### src/rtl/spec_pkg.sv
// rtl/spec_pkg.sv - shared constants and FSM state type for the spectrum modulus RAM reader
`timescale 1ns/1ps
package spec_pkg;

    localparam int SPEC_ADDR_W    = 12;
    localparam int SPEC_DATA_W    = 24;
    localparam int SPEC_BIN_COUNT = 2048;

    typedef enum logic [1:0] {
        IDLE  = 2'd0,
        ISSUE = 2'd1,
        DRAIN = 2'd2,
        FIN   = 2'd3
    } spec_state_t;

endpackage

### src/rtl/spec_reader_if.sv
// rtl/spec_reader_if.sv - bin stream from the modulus reader to its consumer
`timescale 1ns/1ps
interface spec_reader_if #(
    parameter int ADDR_W = spec_pkg::SPEC_ADDR_W,
    parameter int DATA_W = spec_pkg::SPEC_DATA_W
) ();

    logic [DATA_W-1:0] m_tdata;
    logic [ADDR_W-1:0] m_tuser;
    logic              m_tvalid;
    logic              m_tready;
    logic              m_tlast;

    modport master (
        output m_tdata,
        output m_tuser,
        output m_tvalid,
        output m_tlast,
        input  m_tready
    );

    modport slave (
        input  m_tdata,
        input  m_tuser,
        input  m_tvalid,
        input  m_tlast,
        output m_tready
    );

endinterface

### src/rtl/spec_skid_fifo.sv
// rtl/spec_skid_fifo.sv - small synchronous FIFO with occupancy count and flush
`timescale 1ns/1ps
module spec_skid_fifo #(
    parameter  int WIDTH = 37,
    parameter  int DEPTH = 4,
    localparam int CNT_W = $clog2(DEPTH + 1),
    localparam int PTR_W = (DEPTH > 1) ? $clog2(DEPTH) : 1
) (
    input  logic             clk,
    input  logic             rst_n,
    input  logic             flush,
    input  logic             push,
    input  logic [WIDTH-1:0] din,
    input  logic             pop,
    output logic [WIDTH-1:0] dout,
    output logic             empty,
    output logic [CNT_W-1:0] count
);

    logic [WIDTH-1:0] mem_q [DEPTH];
    logic [PTR_W-1:0] wr_ptr_q;
    logic [PTR_W-1:0] rd_ptr_q;
    logic [CNT_W-1:0] count_q;
    logic             full;
    logic             do_push;
    logic             do_pop;

    function automatic logic [PTR_W-1:0] ptr_inc(input logic [PTR_W-1:0] p);
        return (p == PTR_W'(DEPTH - 1)) ? '0 : p + PTR_W'(1);
    endfunction

    assign empty   = (count_q == '0);
    assign full    = (count_q == CNT_W'(DEPTH));
    assign count   = count_q;
    assign dout    = mem_q[rd_ptr_q];
    assign do_push = push && !full;
    assign do_pop  = pop && !empty;

    always_ff @(posedge clk or negedge rst_n) begin
        if (!rst_n) begin
            wr_ptr_q <= '0;
            rd_ptr_q <= '0;
            count_q  <= '0;
        end else if (flush) begin
            wr_ptr_q <= '0;
            rd_ptr_q <= '0;
            count_q  <= '0;
        end else begin
            if (do_push) wr_ptr_q <= ptr_inc(wr_ptr_q);
            if (do_pop)  rd_ptr_q <= ptr_inc(rd_ptr_q);
            case ({do_push, do_pop})
                2'b10:   count_q <= count_q + CNT_W'(1);
                2'b01:   count_q <= count_q - CNT_W'(1);
                default: count_q <= count_q;
            endcase
        end
    end

    // Storage needs no reset: nothing is read until count says it was written.
    always_ff @(posedge clk) begin
        if (do_push) mem_q[wr_ptr_q] <= din;
    end

    overflow_a: assert property (@(posedge clk) disable iff (!rst_n) !(push && full));

endmodule

### src/rtl/spec_reader.sv
// rtl/spec_reader.sv - streams learned modulus bins from RAM port B with backpressure-safe credits
// Optional peak-bin tracking is built when SPEC_READER_PEAK_EN is defined.
`timescale 1ns/1ps
module spec_reader import spec_pkg::*; #(
    parameter int ADDR_W    = SPEC_ADDR_W,
    parameter int DATA_W    = SPEC_DATA_W,
    parameter int BIN_START = 0,
    parameter int BIN_COUNT = SPEC_BIN_COUNT,
    parameter int RD_LAT    = 2
) (
    input  logic              clk_50m,
    input  logic              rst_n,
    input  logic              start,
    input  logic              abort,
    input  logic              learn_done,
    output logic [ADDR_W-1:0] rd_addr,
    input  logic [DATA_W-1:0] rd_data,
    spec_reader_if.master     m_if,
    output logic              busy,
    output logic              done,
    output logic [ADDR_W-1:0] peak_bin,
    output logic [DATA_W-1:0] peak_val
);

    localparam int DEPTH  = RD_LAT + 2;
    localparam int FW     = DATA_W + ADDR_W + 1;
    localparam int CNT_W  = $clog2(DEPTH + 1);
    localparam int ICNT_W = ADDR_W + 1;
    localparam int IFL_W  = $clog2(RD_LAT + 1);

    localparam logic [ADDR_W-1:0] FIRST_BIN  = ADDR_W'(BIN_START);
    localparam logic [ADDR_W-1:0] LAST_BIN   = ADDR_W'(BIN_START + BIN_COUNT - 1);
    localparam logic [ICNT_W-1:0] LAST_ISSUE = ICNT_W'(BIN_COUNT - 1);

    spec_state_t       state_q, state_d;
    logic [ICNT_W-1:0] icnt_q;
    logic [ADDR_W-1:0] addr_q;
    logic [RD_LAT-1:0] vld_q;
    logic [ADDR_W-1:0] idx_q [RD_LAT];

    logic              accept;
    logic              issue;
    logic              abort_act;
    logic              credit;
    logic [IFL_W-1:0]  in_flight;

    logic              fifo_push;
    logic              fifo_pop;
    logic              fifo_empty;
    logic [FW-1:0]     fifo_din;
    logic [FW-1:0]     fifo_dout;
    logic [CNT_W-1:0]  fifo_count;

    logic              tvalid;
    logic              beat_last;
    logic [ADDR_W-1:0] beat_idx;
    logic [DATA_W-1:0] beat_data;

    assign abort_act = abort && (state_q != IDLE);

    always_comb begin
        in_flight = '0;
        for (int i = 0; i < RD_LAT; i++) begin
            in_flight = in_flight + IFL_W'(vld_q[i]);
        end
    end

    // Every outstanding read owns a FIFO slot, so a returning word always has room.
    assign credit = (int'(in_flight) + int'(fifo_count)) < DEPTH;

    always_comb begin
        state_d = state_q;
        accept  = 1'b0;
        issue   = 1'b0;
        case (state_q)
            IDLE: begin
                if (start && learn_done && !abort) begin
                    state_d = ISSUE;
                    accept  = 1'b1;
                end
            end
            ISSUE: begin
                if (credit) begin
                    issue = 1'b1;
                    if (icnt_q == LAST_ISSUE) state_d = DRAIN;
                end
            end
            DRAIN: begin
                if (in_flight == '0 && fifo_empty) state_d = FIN;
            end
            FIN:     state_d = IDLE;
            default: state_d = IDLE;
        endcase
        if (abort_act) begin
            state_d = IDLE;
            issue   = 1'b0;
        end
    end

    always_ff @(posedge clk_50m or negedge rst_n) begin
        if (!rst_n) begin
            state_q <= IDLE;
            icnt_q  <= '0;
            addr_q  <= FIRST_BIN;
        end else begin
            state_q <= state_d;
            if (accept) begin
                icnt_q <= '0;
                addr_q <= FIRST_BIN;
            end else if (issue) begin
                icnt_q <= icnt_q + ICNT_W'(1);
                if (addr_q != LAST_BIN) addr_q <= addr_q + ADDR_W'(1);
            end
        end
    end

    // Tag pipeline: the last stage lines up with rd_data for the same address.
    always_ff @(posedge clk_50m or negedge rst_n) begin
        if (!rst_n) begin
            vld_q <= '0;
            for (int i = 0; i < RD_LAT; i++) idx_q[i] <= '0;
        end else begin
            if (abort_act) begin
                vld_q <= '0;
            end else begin
                vld_q[0] <= issue;
                for (int i = 1; i < RD_LAT; i++) vld_q[i] <= vld_q[i-1];
            end
            idx_q[0] <= addr_q;
            for (int i = 1; i < RD_LAT; i++) idx_q[i] <= idx_q[i-1];
        end
    end

    assign rd_addr   = addr_q;
    assign fifo_push = vld_q[RD_LAT-1] && !abort_act;
    assign fifo_din  = {(idx_q[RD_LAT-1] == LAST_BIN), idx_q[RD_LAT-1], rd_data};
    assign fifo_pop  = tvalid && m_if.m_tready;

    spec_skid_fifo #(
        .WIDTH (FW),
        .DEPTH (DEPTH)
    ) u_fifo (
        .clk   (clk_50m),
        .rst_n (rst_n),
        .flush (abort_act),
        .push  (fifo_push),
        .din   (fifo_din),
        .pop   (fifo_pop),
        .dout  (fifo_dout),
        .empty (fifo_empty),
        .count (fifo_count)
    );

    assign tvalid = !fifo_empty;
    assign {beat_last, beat_idx, beat_data} = fifo_dout;

    assign m_if.m_tvalid = tvalid;
    assign m_if.m_tdata  = tvalid ? beat_data : '0;
    assign m_if.m_tuser  = tvalid ? beat_idx  : '0;
    assign m_if.m_tlast  = tvalid && beat_last;

    assign busy = (state_q == ISSUE) || (state_q == DRAIN);
    assign done = (state_q == FIN) && !abort_act;

`ifdef SPEC_READER_PEAK_EN
    logic [DATA_W-1:0] max_val_q, peak_val_q;
    logic [ADDR_W-1:0] max_bin_q, peak_bin_q;

    // Strict compare keeps the earliest bin when values tie.
    always_ff @(posedge clk_50m or negedge rst_n) begin
        if (!rst_n) begin
            max_val_q  <= '0;
            max_bin_q  <= '0;
            peak_val_q <= '0;
            peak_bin_q <= '0;
        end else begin
            if (accept) begin
                max_val_q <= '0;
                max_bin_q <= FIRST_BIN;
            end else if (fifo_pop && (beat_data > max_val_q)) begin
                max_val_q <= beat_data;
                max_bin_q <= beat_idx;
            end
            if (done) begin
                peak_val_q <= max_val_q;
                peak_bin_q <= max_bin_q;
            end
        end
    end

    assign peak_bin = peak_bin_q;
    assign peak_val = peak_val_q;
`else
    assign peak_bin = '0;
    assign peak_val = '0;
`endif

endmodule

### src/flat_wrapper.sv
// flat-port wrapper written by rule: the top's interface ports become plain ports
module spec_reader_flat import spec_pkg::*;
#(
    parameter int ADDR_W    = SPEC_ADDR_W,
    parameter int DATA_W    = SPEC_DATA_W,
    parameter int BIN_START = 0,
    parameter int BIN_COUNT = SPEC_BIN_COUNT,
    parameter int RD_LAT    = 2
)
  (clk_50m, rst_n, start, abort, learn_done, rd_addr, rd_data, busy, done, peak_bin, peak_val, m_if_m_tdata, m_if_m_tuser, m_if_m_tvalid, m_if_m_tlast, m_if_m_tready);
  spec_reader_if #(.ADDR_W(ADDR_W), .DATA_W(DATA_W)) m_if_i ();
  input  logic clk_50m;
  input  logic rst_n;
  input  logic start;
  input  logic abort;
  input  logic learn_done;
  output logic [ADDR_W-1:0] rd_addr;
  input  logic [DATA_W-1:0] rd_data;
  output logic busy;
  output logic done;
  output logic [ADDR_W-1:0] peak_bin;
  output logic [DATA_W-1:0] peak_val;
  output wire logic [$bits(m_if_i.m_tdata)-1:0] m_if_m_tdata;
  output wire logic [$bits(m_if_i.m_tuser)-1:0] m_if_m_tuser;
  output wire logic [$bits(m_if_i.m_tvalid)-1:0] m_if_m_tvalid;
  output wire logic [$bits(m_if_i.m_tlast)-1:0] m_if_m_tlast;
  input wire logic [$bits(m_if_i.m_tready)-1:0] m_if_m_tready;
  assign m_if_m_tdata = m_if_i.m_tdata;
  assign m_if_m_tuser = m_if_i.m_tuser;
  assign m_if_m_tvalid = m_if_i.m_tvalid;
  assign m_if_m_tlast = m_if_i.m_tlast;
  assign m_if_i.m_tready = m_if_m_tready;
  spec_reader #(.ADDR_W(ADDR_W), .DATA_W(DATA_W), .BIN_START(BIN_START), .BIN_COUNT(BIN_COUNT), .RD_LAT(RD_LAT)) u_core (.clk_50m(clk_50m), .rst_n(rst_n), .start(start), .abort(abort), .learn_done(learn_done), .rd_addr(rd_addr), .rd_data(rd_data), .m_if(m_if_i), .busy(busy), .done(done), .peak_bin(peak_bin), .peak_val(peak_val));
endmodule
### config.mk
export PLATFORM = sky130hd
export DESIGN_NAME = spec_reader_flat
export DESIGN_NICKNAME = d
export VERILOG_FILES = /design/src/rtl/spec_pkg.sv /design/src/rtl/spec_reader_if.sv /design/src/rtl/spec_skid_fifo.sv /design/src/rtl/spec_reader.sv /design/src/flat_wrapper.sv
export SDC_FILE = /design/constraint.sdc
export NUM_CORES = 1
export LEC_CHECK = 0
export BUFFER_PORTS_ARGS = -buffer_cell sky130_fd_sc_hd__buf_2
export CAP_MARGIN = 10
export CORE_MARGIN = 5
export CORE_UTILIZATION = 52
export DETAILED_ROUTE_END_ITERATION = 7
export PLACE_DENSITY = 0.79
export SETUP_SLACK_MARGIN = 0.3
export SLEW_MARGIN = 20
export SYNTH_ARGS = -nofsm -noshare
export SYNTH_HDL_FRONTEND = slang
export SYNTH_SLANG_ARGS = --single-unit
### constraint.sdc
create_clock -name clk_50m -period 2.6 [get_ports clk_50m]
set_input_delay 0 -clock clk_50m [delete_from_list [all_inputs] [get_ports clk_50m]]
set_output_delay 0 -clock clk_50m [all_outputs]
set_load 0.01 [all_outputs]
After elaboration in Yosys (flattened, before gate mapping)
Memories as Yosys holds them, arrays and structs flattened.
Index checks and enable logic that the tools add are counted.
- div/mod/pow operators: 0
- reductions and logical operators: 26
- equality and inequality tests: 15
- mux-type cells: 29
- shifts and indexed selects: 0
- $lt $le $gt $ge: 1
- bitwise operators: 0
- add/subtract/negate cells: 8
- multipliers: 0
- operators with widths (operator ; count):
    $mux 12 ; 4
    $lt 32x4->1 const B ; 1
    $mux 13 ; 2
    $mux 2 ; 12
    $mux 24 ; 1
    $add 13x1->13 const B ; 1
    $eq 13x11->1 const B ; 1
    $add 12x1->12 const B ; 1
    $eq 12x11->1 const B ; 1
    $ne 12x11->1 const B ; 1
    $ne 3x1->1 const B ; 4
    $eq 2x2->1 const B ; 5
    $logic_and 1x1->1 ; 10
    $reduce_bool 2->1 ; 5
    $pmux 2 s4 ; 1
    $mux 1 ; 7
    $pmux 3 s2 ; 1
    $add 2x1->2 const B ; 2
    $add 2x3->4 ; 1
    $eq 2x1->1 const B ; 2
    $logic_not 1->1 ; 4
    $logic_not 2->1 ; 2
    $reduce_and 4->1 ; 1
    $add 3x1->3 const B ; 1
    other kinds (8) ; 8
- bits in read-only memories: 0
- memories kept: 1
- register bits after elaboration: 60
- word-level logic and storage cells: 89
- bits in writable memories: 148
- bits of input ports: 30
- latch bits: 0
- output and inout port bits: 88
- memories (name ; depth ; width ; read ports ; clocked after memory_dff ; wr ports ; line ; RTL):
    u_core.u_fifo.mem_q ; 4 ; 37 ; 1 ; 0 ; 1 ; spec_skid_fifo.sv:20 ; logic [WIDTH-1:0] mem_q [DEPTH];

Logic depth before layout (Yosys ltp)
- depth in word-level cells: 8
- depth in mapped cells: 11

Hierarchy
From an unflattened synthesis, not the netlist that was laid out.
- cell total of the unflattened synthesis: 530
- area, all modules: 8680.8 um^2
- modules (own cells, without submodules) (module ; sequential area each (um^2) ; area each (um^2) ; cells an instance ; instances):
    spec_skid_fifo ; 4619.4 ; 5911.9 ; 254 ; 1
    spec_reader ; 1326.3 ; 2768.9 ; 276 ; 1

Least setup slack after synthesis
No wires, ideal clock.
- kind: reg2reg
- from: register u_core.state_q[0]
- to: memory u_core.u_fifo.mem_q[0][0] (enable)
- library setup time: 398 ps
- required time: 2202 ps
- path slack: 138 ps
- arrival: 2064 ps
- path buffers: 1
- stages on the path, launching flop included: 7
- cell sequence: dfrtp_1 inv_1 ha_1 nor2b_1 clkbuf_1 nor2_1 and2_1
- longest elaborated chain between the ends: 7
- RTL lines (element ; line ; RTL):
    start: declaration ; spec_reader.sv:35 ; spec_state_t state_q, state_d;
    start signal: assignment ; spec_reader.sv:106 ; state_q <= state_d;
    $reduce_bool 2->1 ; spec_reader.sv:59 ; assign abort_act = abort && (state_q != IDLE);
    $logic_and 1x1->1 ; spec_reader.sv:59 ;
    $logic_not 1->1 ; spec_reader.sv:135 ; assign fifo_push = vld_q[RD_LAT-1] && !abort_act;
    $logic_and 1x1->1 ; spec_reader.sv:135 ;
    $logic_and 1x1->1 ; spec_skid_fifo.sv:36 ; assign do_push = push && !full;
    $mux 1 ; spec_skid_fifo.sv:61 ; if (do_push) mem_q[wr_ptr_q] <= din;
    $mux 1 (not written as such) ; spec_skid_fifo.sv:61 ;
    end: declaration ; spec_skid_fifo.sv:20 ;
Every way passes these cells.

Worst setup path in the final report
- from: register u_core.vld_q[1]
- to: register u_core.addr_q[11] (netlist: u_core.rd_addr[11])
- longest elaborated chain between the ends: 8
- RTL lines (element ; line ; RTL):
    start: declaration ; spec_reader.sv:38 ; logic [RD_LAT-1:0] vld_q;
    start signal: assignment ; spec_reader.sv:120 ; vld_q <= '0;
    start signal: assignment ; spec_reader.sv:124 ; vld_q <= '0;
    $add 1x1->2 ; spec_reader.sv:64 ; in_flight = in_flight + IFL_W'(vld_q[i]);
    $add 2x3->4 ; spec_reader.sv:69 ; assign credit = (int'(in_flight) + int'(fifo_count)) < DEPTH;
    $lt 32x4->1 ; spec_reader.sv:69 ;
    $mux 1 ; spec_reader.sv:83 ; if (credit) begin
    $mux 1 ; spec_reader.sv:75 ; case (state_q)
    $mux 1 ; spec_reader.sv:94 ; if (abort_act) begin
    $reduce_bool 2->1 (no line) ; - ;
    $reduce_and 2->1 (no line) ; - ;
    end signal: assignment ; spec_reader.sv:112 ; if (addr_q != LAST_BIN) addr_q <= addr_q + ADDR_W'(1);
    end: declaration ; spec_reader.sv:37 ; logic [ADDR_W-1:0] addr_q;
Every way passes these cells.
A chain may end at the register's enable or synchronous reset.

==> impl_summary.txt <==
----------------------------------------------------
[Place]
  Post-placement cell area ... roughly 9200 um2
  Placed Cells ... 822
  Estimated wirelength of the detail-placed design ... 10330 um
  Count of buffers from port buffering ... between 80 and 90
  Global placer's final weighted congestion ... 0.8884
  Pre-CTS setup slack ... around 0.20 ns

[Worst setup path]
  Critical path buffer and inverter count ... 0
  Number of logic stages on the critical path including buffering ... 6
  Maximum fanout count along the critical path ... 5
  Gate family responsible for the most delay along the worst path ... simple AND/OR/NAND/NOR gates
  Worst path slowest cell ... sky130_fd_sc_hd__or4b_4
  Setup CP Type ... reg2reg
  Critical path, cell by cell ... ha_2, ha_4, a311oi_4, or4b_4, or4b_4, a21oi_2
  Crit start category ... flop
  CP max stage delay ... 0.54 ns
  Depth of the most critical reg-to-reg path ... 6
  CP dominant cell by count ... sky130_fd_sc_hd__or4b_4
  Worst EP arrival ... 2.76 ns
  WP data required ... about 3 ns
  Crit end category ... flop

[Layout]
  Post-layout instance count excluding filler cells ... ~900
  Layout cells sized above 1 ... 30.58%
  Post-layout nets ... 708
  Diodes inserted ... 0
  Final design instance area without fill ... 10330 um2
  Syn-to-layout area delta ... 20.50%
  Count of filler cells inserted in the layout ... 1146

[Route]
  Number of vias after detailed routing ... 4877
  Via count normalized by instance count ... ~5.4
  Detail Route met2 WL ... 9027 um
  Total Routed Length ... 16980 um
  Post-route ant nets ... 0
  Amount of wire on met3 after detailed routing ... between 900 and 1000 um
  DRC ... 0
  First-pass iteration count of the detailed router ... 5
  Sum of routed wire segments on met1 ... 6692 um
  Number of DRC markers in iteration 0 ... 307
  Final routed wire length divided by cell count ... ~19 um
  Highest Signal Layer ... met4

[Yosys]
  Mean area per synthesized cell ... about 16 um2
  Yosys warnings ... 0
  Prevailing post-synth register cell ... sky130_fd_sc_hd__edfxtp_1
  Flip-flop and latch count after synthesis ... 208
  Yosys top cell by area ... sky130_fd_sc_hd__edfxtp_1
  Portion of synthesized cell area occupied by the leading cell type ... 51.83%
  Top area cells in the synthesized netlist ... sky130_fd_sc_hd__edfxtp_1 52%, sky130_fd_sc_hd__dfrtp_1 18%, sky130_fd_sc_hd__mux4_2 9.7%
  Share of flip-flops with an asynchronous set or reset after synthesis ... 28.85%
  Library cell with the highest instance count after synthesis ... sky130_fd_sc_hd__edfxtp_1
  Post-synth cell types ... 45
  Number of instances in the synthesized netlist ... 525
  Part of the Yosys area used for sequential elements ... 69.34%
  Synth Cell Area ... 8574 um2
  Most common library cells after synthesis ... 148 x sky130_fd_sc_hd__edfxtp_1, 60 x sky130_fd_sc_hd__dfrtp_1, 42 x sky130_fd_sc_hd__and2_1
  Count of flip-flops with a built-in enable after synthesis ... approximately 150

[CTS]
  Number of clock buffers inserted by TritonCTS ... 21
  Clock latency at the later pin of the worst-skew pair ... between 0.4 and 0.5 ns
  Reg clk slew, reported paths ... 0.06 ns
  Root buf cell ... sky130_fd_sc_hd__clkbuf_16
  CTS sink cnt ... roughly 210
  Maximum count of clock buffers along a single path ... 3
  Number of levels in the clock H-tree ... 1
  CTS tree ... yes

[Floorplanning]
  Die width ... 138.4 um
  Area inside the core boundary ... between 15000 and 20000 um2
  Total Die Area ... 19160 um2
  Site row count ... 47
  # IOs ... 118
  Die boundary height ... 138.4 um
  Starting density of the core ... 52.26%

[STA]
  Final count of hold timing violations ... 0
  Transition time of the tightest slew-check pin ... 0.6365 ns
  Portion of the clock cycle consumed by the worst path in the final layout ... about nine tenths
  Achievable clock frequency ... 426.1 MHz
  Setup skew after layout ... 0.01180 ns
  RSZ-0062 raised after global routing ... yes
  Setup TNS after final layout ... 0 ns
  Post-layout min period ... ~2.3 ns
  Max-slew headroom at the worst pin ... 57.57%
  Max-slew violation count ... 0
  Slack of the critical path ... approximately 0.25 ns
  Final setup viols ... 0

[Pwr]
  VDD IR max ... 0.0005744 V
  Power Density ... 931.4 nW/um2
  Post-layout power ... 9.623 mW
  Seq pwr share ... 44.7%
  Switching share of power ... 29.41%
  P_sw ... approximately 2.8 mW
  Clk pwr share ... 28.5%
  Internal power ... 6.793 mW
  Leakage Power ... 3.998 nW
  Relative contribution of combinational cells to total power ... between 20% and 30%

[Hold path]
  Worst min-delay path class ... in2reg
  Hold Path Cell Cnt ... 4

[Global route]
  GR Util All Layers ... between 15 and 20%
  Total overflow reported by the global router ... 0
  Antenna violations before repair ... 0
  Vias in the first global route ... 5145
  Maximum number of pins on one net before global-route repair ... 40
  Global-route wire length before repair ... 27370 um

[Run]
  Number of violations of the max-capacitance limit ... 0

[Status]
  Outcome ... completed

----------------------------------------------------
## worst min-delay path: cells and delay by family
family	cells	cell delay [ns]
simple gates	1	0.10
mux	1	0.08
compound gates	1	0.19
buf+inv	1	0.11
## worst paths after layout
| kind | start | to | slack [ns] |
|---|---|---|---|
| worst max-delay path | u_core.vld_q[1]$_DFF_PN0_ | u_core.rd_addr[11]$_DFFE_PN0P_ | 0.25 |
| worst min-delay path | start | u_core.state_q[1]$_DFFE_PN0P_ | 0.05 |
| worst max register to register | u_core.vld_q[1]$_DFF_PN0_ | u_core.rd_addr[11]$_DFFE_PN0P_ | 0.25 |
| worst min register to register | u_core.idx_q[12]$_DFF_PN0_ | u_core.fifo_din[24]$_DFF_PN0_ | 0.35 |
| max in group asynchronous | rst_n | u_core.fifo_din[33]$_DFF_PN0_ | 1.81 |
| min in group asynchronous | rst_n | u_core.icnt_q[5]$_DFFE_PN0P_ | 0.08 |
## final cells by class
class                      instances  area, um2  area share, %
tap                              220      275.3          2.664
clock buffer                      25      570.5          5.522
multi-input combinational        283       2475          23.95
inverter                          15      56.30         0.5449
timing repair buffer             133      929.6          8.997
clock inverter                    13      70.07         0.6781
sequential                       208       5956          57.64
## through the flow
stage / utilization, % / hold WS [ns]
after floorplan: - / -0.2956
after global placement: 56.36 / 0.04008
after detailed placement: 56.36 / 0.05292
after CTS: 62.29 / 0.01744
after global routing: 62.98 / 0.06505
final: 62.98 / 0.05045
## state kept, by name (all words and copies together), names as in the netlist
| name | cells |
|---|---|
| u_core.state_q | 2 |
| u_core.u_fifo.wr_ptr_q | 2 |
| u_core.rd_addr | 12 |
| u_core.u_fifo.mem_q | 148 |
| u_core.u_fifo.count | 3 |
| u_core.u_fifo.rd_ptr_q | 2 |
| u_core.fifo_din | 12 |
| u_core.vld_q | 2 |
| u_core.icnt_q | 13 |
| u_core.idx_q | 12 |
## placed cells by master, fill, tap and decap left out, types with 5 or more instances in the layout
| master | n |
|---|---|
| sky130_fd_sc_hd__buf_12 | 5 |
| sky130_fd_sc_hd__conb_1 | 36 |
| sky130_fd_sc_hd__clkinv_2 | 6 |
| sky130_fd_sc_hd__buf_2 | 81 |
| sky130_fd_sc_hd__or3_1 | 8 |
| sky130_fd_sc_hd__o31ai_1 | 7 |
| sky130_fd_sc_hd__nand4_1 | 9 |
| sky130_fd_sc_hd__clkinv_1 | 5 |
| sky130_fd_sc_hd__ha_1 | 12 |
| sky130_fd_sc_hd__dfrtp_1 | 56 |
| sky130_fd_sc_hd__or4_1 | 6 |
| sky130_fd_sc_hd__buf_4 | 19 |
| sky130_fd_sc_hd__nand3_1 | 9 |
| sky130_fd_sc_hd__nand2_1 | 19 |
| sky130_fd_sc_hd__dlygate4sd3_1 | 27 |
| sky130_fd_sc_hd__clkbuf_16 | 21 |
| sky130_fd_sc_hd__a21oi_1 | 17 |
| sky130_fd_sc_hd__nor2_1 | 15 |
| sky130_fd_sc_hd__mux2i_1 | 5 |
| sky130_fd_sc_hd__edfxtp_1 | 148 |
| sky130_fd_sc_hd__o21ai_0 | 8 |
| sky130_fd_sc_hd__and2_1 | 38 |
| sky130_fd_sc_hd__mux4_2 | 37 |
| sky130_fd_sc_hd__inv_1 | 12 |
## metal layers
layer	vias up	track usage [%]
li1	2193	-
met1	2469	22.33
met2	191	32.04
met3	24	3.453
met4	0	3.432
met5	-	0
## logic make-up after synthesis
kind of cell               Yosys count  synth area share, %
adders and majority gates           16                2.422
other                                1              0.04373
buffers and inverters               69                4.640
DFF                                208                69.34
xor gates and xnor gates             6               0.6130
and+or+nand+nor                    136                9.047
AOI/OAI and AO/OA                   46                3.459
muxes                               43                10.43
## power groups by stage
stage	logic (mW)	clock network (mW)	registers, mW
3_5_place_dp	2.45	0	4.38
3_3_place_gp	2.38	0	4.34
5_1_grt	2.86	2.96	4.34
4_1_cts	2.59	2.81	4.30
2_1_floorplan	1.80	0	4.15
6_report	2.58	2.74	4.30
## repair_timing
item | 4_1_cts | 5_1_grt
buffers inserted | 5 | 5
hold endpoints to repair | 124 | 0
hold buffers | 27 | 0
gates cloned | 0 | 0
endpoints found under the setup margin | 28 | 43
resized for setup | 8 | 18
pin swaps | 1 | 8
No activity file was read; power rests on OpenSTA's default activity.
